**src/rtl/fc_act_dequant_reader.sv**
```systemverilog
// fc_act_dequant_reader: unpacks 8-bit FC activations from SRAM words and rescales them to the 32-bit accumulator domain
// Ports: clk/srstn (sync active-low reset); start/fc_state/base_addr/num_words job request;
// sram_en/sram_raddr/sram_rdata one-cycle-latency SRAM read; out_valid/out_ready/out_data/out_last beat stream;
// busy/done job status; range_err sticky FC1 range error, live only when FC1_RANGE_CHK_EN is defined.
module fc_act_dequant_reader #(
  parameter int ADDR_W    = 10,
  parameter int CNT_W     = 10,
  parameter int FC1_SHIFT = 6,
  parameter int FC2_SHIFT = 5
) (
  input  logic              clk,
  input  logic              srstn,
  input  logic              start,
  input  logic              fc_state,
  input  logic [ADDR_W-1:0] base_addr,
  input  logic [CNT_W-1:0]  num_words,
  output logic              sram_en,
  output logic [ADDR_W-1:0] sram_raddr,
  input  logic [31:0]       sram_rdata,
  output logic              out_valid,
  input  logic              out_ready,
  output logic [31:0]       out_data,
  output logic              out_last,
  output logic              busy,
  output logic              done,
  output logic              range_err
);
  localparam logic [1:0] IDLE = 2'd0, FETCH = 2'd1, WAIT = 2'd2, EMIT = 2'd3;
  logic [1:0] state, lane;
  logic [ADDR_W-1:0] addr;
  logic [CNT_W-1:0] words_left;
  logic fc_mode;
  logic [31:0] word_buf, ext, deq;
  logic [7:0] cur_byte;
  logic fire, last_lane, oor;
  assign cur_byte  = word_buf[{lane, 3'b000} +: 8];
  assign ext       = {{24{cur_byte[7]}}, cur_byte};
  assign deq       = fc_mode ? ext << FC2_SHIFT : ext << FC1_SHIFT;
  assign out_valid = state == EMIT;
  assign busy      = state != IDLE;
  assign fire      = out_valid && out_ready;
  assign last_lane = lane == 2'd3;
  assign out_last  = out_valid && last_lane && words_left == CNT_W'(1);
  assign out_data  = (out_valid && !oor) ? deq : '0;
  always_ff @(posedge clk) begin
    if (!srstn) begin
      state      <= IDLE;
      lane       <= '0;
      addr       <= '0;
      words_left <= '0;
      fc_mode    <= 1'b0;
      word_buf   <= '0;
      sram_en    <= 1'b0;
      sram_raddr <= '0;
      done       <= 1'b0;
    end else begin
      sram_en <= 1'b0;
      done    <= 1'b0;
      if (state == IDLE && start) begin
        fc_mode    <= fc_state;
        addr       <= base_addr;
        words_left <= num_words;
        if (num_words != '0) begin
          state      <= FETCH;
          sram_en    <= 1'b1;
          sram_raddr <= base_addr;
        end else begin
          done <= 1'b1;
        end
      end
      if (state == FETCH) state <= WAIT;
      if (state == WAIT) begin
        word_buf <= sram_rdata;
        lane     <= '0;
        state    <= EMIT;
      end
      if (fire) begin
        lane <= lane + 2'd1;
        if (last_lane) begin
          words_left <= words_left - CNT_W'(1);
          if (words_left != CNT_W'(1)) begin
            addr       <= addr + ADDR_W'(1);
            sram_raddr <= addr + ADDR_W'(1);
            sram_en    <= 1'b1;
            state      <= FETCH;
          end else begin
            state <= IDLE;
            done  <= 1'b1;
          end
        end
      end
    end
  end
`ifdef FC1_RANGE_CHK_EN
  // FC1 data is unsigned 0..127, so bit7 set means the byte is out of range and is clamped to zero
  assign oor = out_valid && !fc_mode && cur_byte[7];
  always_ff @(posedge clk) begin
    if (!srstn) range_err <= 1'b0;
    else if (state == IDLE && start) range_err <= 1'b0;
    else if (fire && oor) range_err <= 1'b1;
  end
`else
  assign oor       = 1'b0;
  assign range_err = 1'b0;
`endif
endmodule

```
**config.mk**
```make
export PLATFORM = sky130hd
export DESIGN_NAME = fc_act_dequant_reader
export DESIGN_NICKNAME = d
export VERILOG_FILES = /design/src/rtl/fc_act_dequant_reader.sv
export SDC_FILE = /design/constraint.sdc
export NUM_CORES = 1
export LEC_CHECK = 0
export CAP_MARGIN = 20
export CORE_UTILIZATION = 27
export DETAILED_ROUTE_END_ITERATION = 6
export GPL_ROUTABILITY_DRIVEN = 0
export SLEW_MARGIN = 20
export SYNTH_ARGS = -nofsm -noshare
export SYNTH_HDL_FRONTEND = slang
export SYNTH_SLANG_ARGS = --single-unit
```
**constraint.sdc**
```tcl
create_clock -name clk -period 2.9 [get_ports clk]
set_input_delay 0.725 -clock clk [delete_from_list [all_inputs] [get_ports clk]]
set_output_delay 0.725 -clock clk [all_outputs]
set_load 0.03 [all_outputs]
```
==> flow_metrics.py <==
metrics = {
    "yosys": {
        "synth_top_area_share_pct": 38.67,
        "synth_compound_area_share_pct": 18.14,
        "synth-edff-count": 0,
        "synth_top_family_by_area": "simple AND/OR/NAND/NOR gates",
        "ys_warn_count": 0,
        "synth_xor_area_share_pct": 0.9807,
        "synthMuxAreaShare_pct": 10.12,
        "synth.avg_cell_area_um2": 8.231,
        "synth_seq_area_share_pct": 38.67,
        "ys_top_cells_by_area": "dfxtp_1, nand2_1, a21oi_1, buf_4, mux4_2",
        "synthSimpleGateAreaFrac_pct": 20.56,
        "synthAdderAreaFrac_pct": 1.401,
        "synthCells": 434,
        "yosys.area.top_type": "dfxtp_1",
        "synth.cell_area_um2": 3572,
        "ys.flop_type": "dfxtp_1",
        "ys_seq_elements": 69,
        "synth_cell_types": 51,
        "async_flop_share_pct": 0,
    },
    "pwr": {
        "comb_power_share_pct": 18.4,
        "clkPwrFrac_pct": 38.5,
        "vdd_drop_max_mv": 0.2670,
        "power.leakage_nw": 1.866,
        "p_int_mw": 1.800,
        "powerDensity_nw_per_um2": 505.5,
        "power_mw": 2.478,
        "p_switching_mw": 0.6780,
        "p_sw_share_pct": 27.36,
        "seq_power_share_pct": 43.1,
    },
    "cts": {
        "cts_hold_buf": 0,
        "root_buffer": "clkbuf_16",
        "clk_latency_ns": 0.33,
        "cts_sinks": 69,
        "clock_path_buffers": 2,
        "cts_buffers": 9,
        "tritoncts": "yes",
        "cts_setup_buffers": 0,
        "htreeDepth": 3,
        "cts.clk_slew.worst_paths_ns": 0.05,
    },
    "global_route": {
        "antenna_found_initial": 1,
        "grt_pass1_vias": 3190,
        "grt_max_degree": 33,
        "grt_usage_pct": 15.02,
        "grt_pass1_wl_um": 15680,
        "overflow": 0,
    },
    "placement": {
        "dpl_cell_area_um2": 4652,
        "dpl.hpwl_um": 7188,
        "place_ws_ns": 0.1048,
        "dp.cells": 676,
        "port-buffer-count": 98,
    },
    "final_layout": {
        "fin_cells": 692,
        "final_common_cell": "nand2_1",
        "layout.nets": 577,
        "post-route-util_pct": 38.38,
        "layout_common_cells": "nand2_1, clkdlybuf4s50_1, dfxtp_1",
        "synthToLayoutAreaGrowth_pct": 37.23,
        "drive_gt1_share_pct": 10.60,
        "final_cell_area_um2": 4902,
    },
    "worst_setup_path": {
        "cp-end-kind": "output port",
        "cp.arrival_ns": 2.03,
        "crit_type": "flip-flop to output port",
        "crit_required_ns": 2.17,
        "path_max_fanout": 19,
        "start_kind": "flip-flop",
    },
    "floorplan": {
        "start_util_pct": 27.97,
        "coreArea_um2": 12770,
        "rows": 41,
        "dieHeight_um": 117.0,
        "die_x_um": 117.0,
        "dieArea_um2": 13690,
        "pin_count": 105,
    },
    "sta": {
        "period_needed_ns": 2.755,
        "setup_viol": 0,
        "rsz0062_at_grt": "false",
        "tns_ns": 0,
        "finClkSkew_ns": 0.008055,
        "slew_violations": 0,
        "hold_viol": 0,
        "period_share_pct": 94.99,
        "hold_slack_ns": 0.4534,
        "max_slew_margin_pct": 63.50,
        "fin_ws_ns": 0.1454,
        "fmax_mhz": 363.0,
        "worst-slew-pin-transition_ns": 0.5464,
    },
    "detailed_routing": {
        "post_drt_wl_per_cell_um": 14.42,
        "drtAntennaViolNets": 0,
        "drcViolationCount": 0,
        "drtPass1Iterations": 4,
        "vias_per_cell": 4.860,
        "drt_wl_total_um": 9976,
        "via_count": 3363,
        "drt_iter0_markers": 191,
    },
    "worst_hold_path": {
        "holdCritPathClass": "flip-flop to flip-flop",
    },
    "job": {
        "maxCapViolations": 0,
    },
    "status": {
        "status": "finished, final reports clean",
    },
}
[logic make-up after synthesis]
logic type	count (synthesis)
AOI/OAI and AO/OA	105
muxes	26
adders and majority gates	4
xor gates and xnor gates	4
DFF	69
and+or+nand+nor	160
other	1
buffers and inverters	65
[synth_stat cells (all sizes together), types with 2 or more instances]
cell type / count
a211oi: 3
a21oi: 51
a22oi: 3
a31oi: 12
a32oi: 7
and3: 7
and4: 2
buf: 38
clkbuf: 17
dfxtp: 69
ha: 4
inv: 10
mux2i: 17
mux4: 8
nand2: 88
nand3: 12
nand4: 4
nor2: 21
nor3: 4
nor3b: 3
nor4: 2
o211ai: 3
o21a: 3
o21ai: 11
o22ai: 2
o311ai: 2
o31ai: 3
or2: 2
or3: 8
or4: 2
xnor2: 2
xor2: 2
[metal layers]
| metal | track usage (%) | vias to the layer above | wire, um |
|---|---|---|---|
| met5 | 0 | - | 0 |
| met2 | 24.38 | 99 | 4605 |
| met1 | 19.49 | 1579 | 4661 |
| li1 | - | 1673 | - |
| met4 | 5.063 | 0 | 145 |
| met3 | 3.759 | 12 | 562 |
[final timing paths]
check          startpoint       endpoint  slack (ns)  depth (start not counted)
max               lane[0]   out_data[18]        0.15                          3
max reg2reg       lane[1]  words_left[7]        0.75                          6
min          word_buf[29]   word_buf[29]        0.45                          2
min reg2reg  word_buf[29]   word_buf[29]        0.45                          2
[power groups by stage]
stage / combinational (mW) / sequential, mW / clock (mW)
finish: 0.456 / 1.07 / 0.954
global route: 0.499 / 1.08 / 1.02
CTS: 0.452 / 1.07 / 0.985
detailed placement: 0.450 / 1.09 / 0
global placement: 0.444 / 1.08 / 0
floorplan: 0.257 / 1.09 / 0
[repair_timing]
| item | 4_1_cts | 5_1_grt |
|---|---|---|
| setup endpoints to repair | 28 | 0 |
| resized for setup | 30 | 0 |
| endpoints found under the hold margin | 0 | 0 |
[critical path: stages (launching register included)]
cell	delay [ns]
dfxtp_2	0.41
mux4_2	0.57
and2_1	0.31
dlygate4sd2_1	0.41
[flip-flops by register name (all words and copies together), names as in the netlist]
signal      flops
state           2
done            1
words_left     10
sram_raddr     10
sram_en         1
lane            2
word_buf       32
addr           10
fc_mode         1
[final cells by class]
type / instances / area (um^2)
fill: 1275 / 7871
multi-input combinational: 305 / 1866
sequential: 69 / 1383
timing repair buffer: 121 / 1151
clock buffer: 11 / 232.7
tap: 172 / 215.2
inverter: 10 / 37.54
clock inverter: 3 / 15.01
antenna: 1 / 2.502
Note: power is estimated with default switching activity, not from simulation.
